## config.mk

```make
export PLATFORM = sky130hd
export DESIGN_NAME = max_pool2
export DESIGN_NICKNAME = d
export VERILOG_FILES = /design/src/rtl/max_pool2_pkg.sv /design/src/rtl/max_pool2_cnt.sv /design/src/rtl/max_pool2.sv
export SDC_FILE = /design/constraint.sdc
export NUM_CORES = 1
export LEC_CHECK = 0
export ABC_AREA = 0
export ABC_CLOCK_PERIOD_IN_PS = 2300
export BUFFER_PORTS_ARGS = -buffer_cell sky130_fd_sc_hd__buf_2
export CORE_MARGIN = 2
export CORE_UTILIZATION = 46
export DETAILED_ROUTE_END_ITERATION = 6
export MAX_ROUTING_LAYER = met4
export PLACE_DENSITY = 0.77
export SLEW_MARGIN = 20
export SYNTH_ARGS = -nofsm -noshare
export SYNTH_HDL_FRONTEND = slang
export SYNTH_HIERARCHICAL = 1
export SYNTH_SLANG_ARGS = --single-unit
```

## constraint.sdc

```tcl
create_clock -name clk -period 2.3 [get_ports clk]
set_input_delay 0.115 -clock clk [delete_from_list [all_inputs] [get_ports clk]]
set_output_delay 0.115 -clock clk [all_outputs]
set_load 0.02 [all_outputs]
```

## src/rtl/max_pool2_pkg.sv

```systemverilog
// Shared constants, state encoding and DRAM address packing for the
// layer-2 max-pooling stage.
package max_pool2_pkg;

    localparam int ADDR_W = 18;

    localparam logic [ADDR_W-1:0] IN_BASE  = 18'd131072;
    localparam logic [ADDR_W-1:0] OUT_BASE = 18'd65536;

    localparam int IN_DIM  = 10;
    localparam int OUT_DIM = 5;
    localparam int CH_DIM  = 16;

    typedef enum logic [2:0] {
        IDLE,
        RD,
        WAIT,
        WR,
        DONE
    } state_t;

    // Both planes share one layout: z strides 1024 words, y strides 32 words.
    function automatic logic [ADDR_W-1:0] pack_addr(
        input logic [ADDR_W-1:0] base,
        input logic [3:0]        z,
        input logic [3:0]        y,
        input logic [3:0]        x
    );
        return base + {4'd0, z, 10'd0} + {9'd0, y, 5'd0} + {14'd0, x};
    endfunction

endpackage

```

## src/rtl/max_pool2_cnt.sv

```systemverilog
// Window and output-pixel counter chain (win fastest inside a pixel, then
// ox, oy, oz) with flags for the last window and the last pixel of a frame.
module pool_cnt
    import max_pool2_pkg::*;
(
    input  logic       clk,
    input  logic       srstn,
    input  logic       win_step,
    input  logic       pix_step,
    output logic [1:0] win,
    output logic [2:0] ox,
    output logic [2:0] oy,
    output logic [3:0] oz,
    output logic       last_win,
    output logic       last_pix
);

    logic ox_last;
    logic oy_last;
    logic oz_last;

    assign ox_last  = (ox == 3'(OUT_DIM - 1));
    assign oy_last  = (oy == 3'(OUT_DIM - 1));
    assign oz_last  = (oz == 4'(CH_DIM - 1));
    assign last_pix = ox_last && oy_last && oz_last;
    assign last_win = (win == 2'd3);

    always_ff @(posedge clk) begin
        if (!srstn) begin
            win <= '0;
            ox  <= '0;
            oy  <= '0;
            oz  <= '0;
        end else begin
            if (win_step) begin
                win <= win + 2'd1;
            end
            if (pix_step) begin
                if (last_pix) begin
                    ox <= '0;
                    oy <= '0;
                    oz <= '0;
                end else if (ox_last) begin
                    ox <= '0;
                    if (oy_last) begin
                        oy <= '0;
                        oz <= oz + 4'd1;
                    end else begin
                        oy <= oy + 3'd1;
                    end
                end else begin
                    ox <= ox + 3'd1;
                end
            end
        end
    end

endmodule

```

## src/rtl/max_pool2.sv

```systemverilog
// 2x2 stride-2 signed max pooling of the 10x10x16 conv2 map into the 5x5x16
// fully-connected input map, one window read per cycle from DRAM.
module max_pool2
    import max_pool2_pkg::*;
#(
    parameter int DATA_WIDTH = 32,
    parameter int ADDR_WIDTH = 18
) (
    input  logic                         clk,
    input  logic                         srstn,
    input  logic                         enable,
    input  logic                         dram_valid,
    input  logic signed [DATA_WIDTH-1:0] data_in,
    output logic signed [DATA_WIDTH-1:0] data_out,
    output logic        [ADDR_WIDTH-1:0] addr_in,
    output logic        [ADDR_WIDTH-1:0] addr_out,
    output logic                         dram_en_rd,
    output logic                         dram_en_wr,
    output logic                         done
);

    state_t state;
    state_t state_nxt;

    logic [1:0] win;
    logic [2:0] ox;
    logic [2:0] oy;
    logic [3:0] oz;
    logic       last_win;
    logic       last_pix;

    logic                         ld_en;
    logic                         ld_first;
    logic signed [DATA_WIDTH-1:0] max_val;

    logic unused_dram_valid;
    assign unused_dram_valid = dram_valid;

    pool_cnt u_cnt (
        .clk      (clk),
        .srstn    (srstn),
        .win_step (state == RD),
        .pix_step (state == WR),
        .win      (win),
        .ox       (ox),
        .oy       (oy),
        .oz       (oz),
        .last_win (last_win),
        .last_pix (last_pix)
    );

    always_ff @(posedge clk) begin
        if (!srstn) begin
            state <= IDLE;
        end else begin
            state <= state_nxt;
        end
    end

    always_comb begin
        state_nxt = state;
        case (state)
            IDLE:    if (enable) state_nxt = RD;
            RD:      if (last_win) state_nxt = WAIT;
            WAIT:    state_nxt = WR;
            WR:      state_nxt = last_pix ? DONE : RD;
            DONE:    state_nxt = IDLE;
            default: state_nxt = IDLE;
        endcase
    end

    // Window (2oy + win[1], 2ox + win[0]) concatenates directly into y/x.
    always_comb begin
        addr_in    = '0;
        dram_en_rd = 1'b0;
        dram_en_wr = 1'b0;
        done       = 1'b0;
        case (state)
            RD: begin
                addr_in    = ADDR_WIDTH'(pack_addr(IN_BASE, oz, {oy, win[1]}, {ox, win[0]}));
                dram_en_rd = 1'b1;
            end
            WAIT:    dram_en_rd = 1'b1;
            WR:      dram_en_wr = 1'b1;
            DONE:    done       = 1'b1;
            default: ;
        endcase
    end

    assign addr_out = ADDR_WIDTH'(pack_addr(OUT_BASE, oz, {1'b0, oy}, {1'b0, ox}));
    assign data_out = max_val;

    // Read data returns one cycle after its RD, so the load flags lag by one.
    always_ff @(posedge clk) begin
        if (!srstn) begin
            ld_en    <= 1'b0;
            ld_first <= 1'b0;
        end else begin
            ld_en    <= (state == RD);
            ld_first <= (state == RD) && (win == 2'd0);
        end
    end

    // Strict greater-than keeps the current value on ties.
    always_ff @(posedge clk) begin
        if (!srstn) begin
            max_val <= '0;
        end else if (ld_en && (ld_first || (data_in > max_val))) begin
            max_val <= data_in;
        end
    end

endmodule

```

* After elaboration in Yosys (flattened, before gate mapping)
Cells that the tools add are included.
Word-level totals: logic and storage cells 58, input port bits 36, bits in registers 49, output and inout bits 71
Cells by class: muxes and demuxes 16, reductions and logical operators 13, equal/unequal tests 10, $lt $le $gt $ge 1, $add $sub $neg 10
Operators with widths (count):
- $gt A32 B32 Y1 | 1
- $mux W3 | 8
- $add A17 B14 Y18 const A | 1
- $add A18 B14 Y18 const A | 1
- $add A18 B3 Y18 | 1
- $add A18 B4 Y18 | 1
- $add A18 B8 Y18 | 1
- $add A18 B9 Y18 | 1
- $mux W18 | 1
- $mux W4 | 3
- $pmux W3 S4 | 1
- $eq A3 B3 Y1 const B | 3
- $add A3 B1 Y3 const B | 2
- $eq A3 B2 Y1 const B | 2
- $add A4 B1 Y4 const B | 1
- $eq A4 B4 Y1 const B | 1
- $logic_and A1 B1 Y1 | 4
- $ne A2 B2 Y1 const B | 2
- $reduce_and A2 Y1 | 2
- $reduce_bool A2 Y1 | 2
- $eq A3 B1 Y1 const B | 1
- $logic_not A3 Y1 | 1
- $mux W1 | 3
- $reduce_and A3 Y1 | 1
- other kinds (5) | 5

* Depth between registers and ports, before layout
word-level depth 5, depth in mapped cells 9, mapped depth without buffers 8

* Modules after synthesis
The synthesis kept the hierarchy.
Modules (own cells, without submodules):
- max_pool2 | times used 1, seq. area each 740.7 µm², cells each 309, area each 2557.5 µm²
- pool_cnt | times used 1, seq. area each 240.2 µm², cells each 68, area each 634.4 µm²

* Worst setup path before layout
OpenSTA, ideal clock, no wires.
path type register -> register, from reg max_val[14], in the netlist data_out[14], to reg max_val[0], in the netlist data_out[0], clock period less this slack 2630 ps, data arrival time 2559 ps, setup time 72 ps, required time 2228 ps, cell stages (with the launch flop) 10, setup slack -330 ps, cell sequence dfxtp_1 inv_1 ha_1 nand4_2 or4_4 o211ai_2 o21ba_4 a211oi_4 buf_8 mux2i_1
On the way: word-level cells in the longest chain between the ends 3
RTL lines:
- start: declaration | line max_pool2.sv:34 | logic signed [DATA_WIDTH-1:0] max_val;
- start signal: assignment | line max_pool2.sv:109 | max_val <= data_in;
- $gt A32 B32 Y1 | line max_pool2.sv:108 | end else if (ld_en && (ld_first || (data_in > max_val))) begin
- $logic_or A1 B1 Y1 | line max_pool2.sv:108
- $logic_and A1 B1 Y1 | line max_pool2.sv:108
No other way between the ends. A chain may end at the register's enable or synchronous reset.

* Final worst setup path
from reg max_val[26], in the netlist data_out[26], to reg max_val[29], in the netlist data_out[29]
Same word-level chain as after synthesis.

==> results summary <==
The flow ran to the end, but the final reports show violations. The final reports fail on setup timing. In this run the standard cell core region covers 0.006756 mm2. The synthesized area divided by synthesized cell count is 8.466 um2. The cell at the root of the clock tree is clkbuf_8. The number of cells produced by synthesis came out at 377. In the routed layout, each cell is associated on average with a via count of 5.003. STA puts the critical path data arrival time at 2740 ps. The number of buffers on the longest clock path is 2.

The number of top-level pins is 107. For this run, the number of standard cells in the final layout without fillers is 585. The commonest non-fill, non-tap cell in the layout is buf_2. Summing internal, switching and leakage power gives 1.973 mW. The share of synthesized area occupied by flip-flops and latches is 30.73%. Adding up every negative setup slack in the final design gives -5734 ps. The final worst clock skew is 8.654 ps.

For hold timing, the worst endpoint is data_out[16]. The path class of the tightest hold or removal check is in -> reg. The synthesis-to-layout area growth is 39.40%.

Registers take 0.001055 mm2. After synthesis, the share of flip-flops with an asynchronous set or reset is 0%. The cell leakage power is 2.188 nW.

The number of placed instances, taps included came out at 569. The first-pass iteration count of the detailed router came out at 4. The total CTS buffers is 5. Entering global routing, the biggest net connects 49 pins. Across the run, the number of max-cap violations was 0.

The number of global-route vias before repair came out at 2785. Walking the worst path, the cells encountered are inv_1 > ha_4 > nand4_1 > or4_4 > o211ai_2 > o21ba_4 > a211oi_4 > buf_6 > clkbuf_16 > mux2i_1. The count of nets after finishing is 578. The detailed router finished its first iteration with 89 violations. The area of the multi-input gates came out at 0.002212 mm2. The first-pass GRT wire length came out at 12050 um. In this run, synthesis produced a sequential element count of 49. The placement-stage cell area is 0.004055 mm2. The design area came out at 0.004449 mm2. The worst setup path is of the reg -> reg kind. The number of DRC violations after detailed routing came out at 0. The average wire length per cell after detail routing is 13.21 um. The sum of net half-perimeters after detailed placement is 5410 um. The endpoint identified for the worst register-to-register timing path is data_out[29].

The total track usage came out at 20.14%. The stage delay of the slowest cell on the critical path came out at 530 ps. The count of cells along the worst hold path is 3. The startpoint identified for the worst register-to-register timing path is data_out[26]. The floorplan step set the die width to 87.30 um. The maximum net fanout on the critical path is 6. The aggregate routed wire length is 7726 um.

The sort of element at the end of the critical path is a flop. The initial core utilization came out at 47.24%. The least setup slack across all paths after layout is -220.1 ps. The depth of the most critical reg-to-reg path is 10. The worst-case IR drop observed on VDD is 309.8 uV. The reg2reg setup slack is -220 ps.

The count of final setup violators is 32. The fill cell total of the finished layout came out at 540. The floorplan step defined a die boundary enclosing 0.007621 mm2. The initial antenna violation count came out at 0. The number of enable flip-flop cells after synthesis came out at 0. The time the worst path needs with I/O delays and setup is 2520 ps. The number of core rows came out at 30. Summed over its instances, the top area cell type makes up 30.73% of the synthesized netlist area.

The routed layout has 2927 vias. The data required time at the worst endpoint is 2520 ps. On the critical path, the stage with the largest delay is an instance of or4_4.

In the layout the commonest cells are 92 x buf_2, 79 x nand2_1, 37 x buf_4. The number of levels the H-tree was split into came out at 2. The repair_antennas step left the layout with diodes totalling 0. For the worst-skew pair, the clock arrives at the later sink with an insertion delay of 300 ps. In this run the cell area of the synthesized design comes to 0.003192 mm2. The ratio of total power to cell area came out at 443.6 mW/mm2. The floorplan die height is 87.30 um. The startpoint identified for the worst hold timing path is data_in[16].

During synthesis, Yosys emitted a total of 6 warnings. The fraction of final layout cells sized beyond drive strength 1 is 43.96%. After clock tree synthesis, the clock-pin slew on the worst setup and hold paths is 100 ps. The number of clock sinks seen by CTS came out at 49. In this run, distinct cell masters in the synthesized netlist total 48.

The number of hold buffers added after CTS was 0. The biggest area contributor in the post-synthesis netlist is dfxtp_1. The total grt overflow is 0. In the synthesized netlist the dominant register cell turns out to be dfxtp_1.

TritonCTS built the clock tree. The count of final max-slew check failures came out at 0. The share of the cycle needed by the critical path after routing came out at 109.6%.

Setup repair after global routing could not meet its margin everywhere. The final weighted congestion in routability-driven placement is 0.8225. The final number of hold-violating endpoints is 0. Yosys attributes the largest share of cell area to dfxtp_1 31%, ha_1 15%, mux2i_1 11%. The remaining antenna violation count came out at 0. The port buffer count is 92. STA classifies the critical path startpoint as a flop. The timing-limited maximum frequency is 396.8 MHz.
-- registers in the layout (all words and copies together), names as in the netlist --
| name | cells |
|---|---|
| u_cnt/ox | 3 |
| data_out | 32 |
| u_cnt/oy | 3 |
| ld_en | 1 |
| u_cnt/win | 2 |
| u_cnt/oz | 4 |
| ld_first | 1 |
| state | 3 |
-- synth_stat cells (all sizes together) (2+ instances only) --
| cell type | n |
|---|---|
| a211oi | 3 |
| a21boi | 5 |
| a21oi | 16 |
| and2 | 16 |
| and3 | 3 |
| buf | 17 |
| clkbuf | 10 |
| conb | 2 |
| dfxtp | 49 |
| ha | 38 |
| inv | 37 |
| mux2i | 35 |
| nand2 | 79 |
| nand2b | 6 |
| nand3 | 7 |
| nand3b | 3 |
| nand4 | 10 |
| nor2 | 3 |
| nor2b | 3 |
| nor3 | 4 |
| nor3b | 4 |
| o211ai | 2 |
| o21ai | 9 |
| or4 | 2 |
| xor2 | 2 |
-- repair_timing --
action | 4_1_cts | 5_1_grt
pin swaps | 0 | 11
setup buffers | 3 | 4
cloned | 2 | 1
gates resized for setup | 13 | 22
endpoints found under the setup margin | 32 | 32
-- final cells by class --
type                            count  area share, %
Clock buffer                        6          1.631
Clock inverter                      2         0.2250
Timing Repair Buffer              136          19.35
Multi-Input combinational cell    275          49.72
Tap cell                           80          2.250
Inverter                           37          3.121
Sequential cell                    49          23.71
-- worst max-delay path by stage --
stage            startpoint            to  slack, ps  cells past startpoint
3_3_place_gp   data_out[19]  data_out[22]       -100                      9
3_5_place_dp   data_out[19]   data_out[0]       -180                      9
5_1_grt        data_out[26]   data_out[0]       -310                     10
2_1_floorplan  data_out[10]  data_out[12]       -130                      9
6_report       data_out[26]  data_out[29]       -220                     10
4_1_cts        data_out[23]  data_out[26]       -190                     11
-- metal layers --
layer	GRT usage, %	part of all wire, %	vias to the layer above
li1	-	-	1498
met1	23.60	44	1339
met4	4.615	1.4	0
met2	35.19	50	80
met5	-	0	-
met3	4.265	5.1	10
-- worst max-delay path: cells and delay by family, from the launching register on --
| family | cells | cell delay [ps] |
|---|---|---|
| compound gates | 3 | 570 |
| buf+inv | 3 | 400 |
| flops | 1 | 350 |
| mux | 1 | 190 |
| simple gates | 2 | 670 |
| fa+ha+maj | 1 | 270 |
-- report_power, final --
group / leakage (nW) / switching, mW / internal (mW)
logic: 1.73 / 0.294 / 0.265
clock network: 0.0450 / 0.298 / 0.212
registers: 0.416 / 0.0264 / 0.879
-- stage by stage --
| stage | worst slack, ps | hold slack [ps] | util (%) |
|---|---|---|---|
| floorplan | -129.4 | 243.3 | - |
| global route | -311.8 | 50.23 | 65.85 |
| global placement | -102.1 | 364.8 | 60.02 |
| detailed placement | -182.7 | 375.0 | 60.02 |
| CTS | -191.4 | 47.66 | 63.43 |
| finish | -220.1 | 61.37 | 65.85 |
-- logic make-up after synthesis --
logic type | share of synthesized area [%]
AOI/OAI and AO/OA | 9.213
xor gates and xnor gates | 0.8234
adders and majority gates | 14.90
buffers and inverters | 10.15
DFF | 30.73
muxes | 11.33
other | 0.2353
and+or+nand+nor | 22.62
Note: power is estimated with default switching activity, not from simulation.
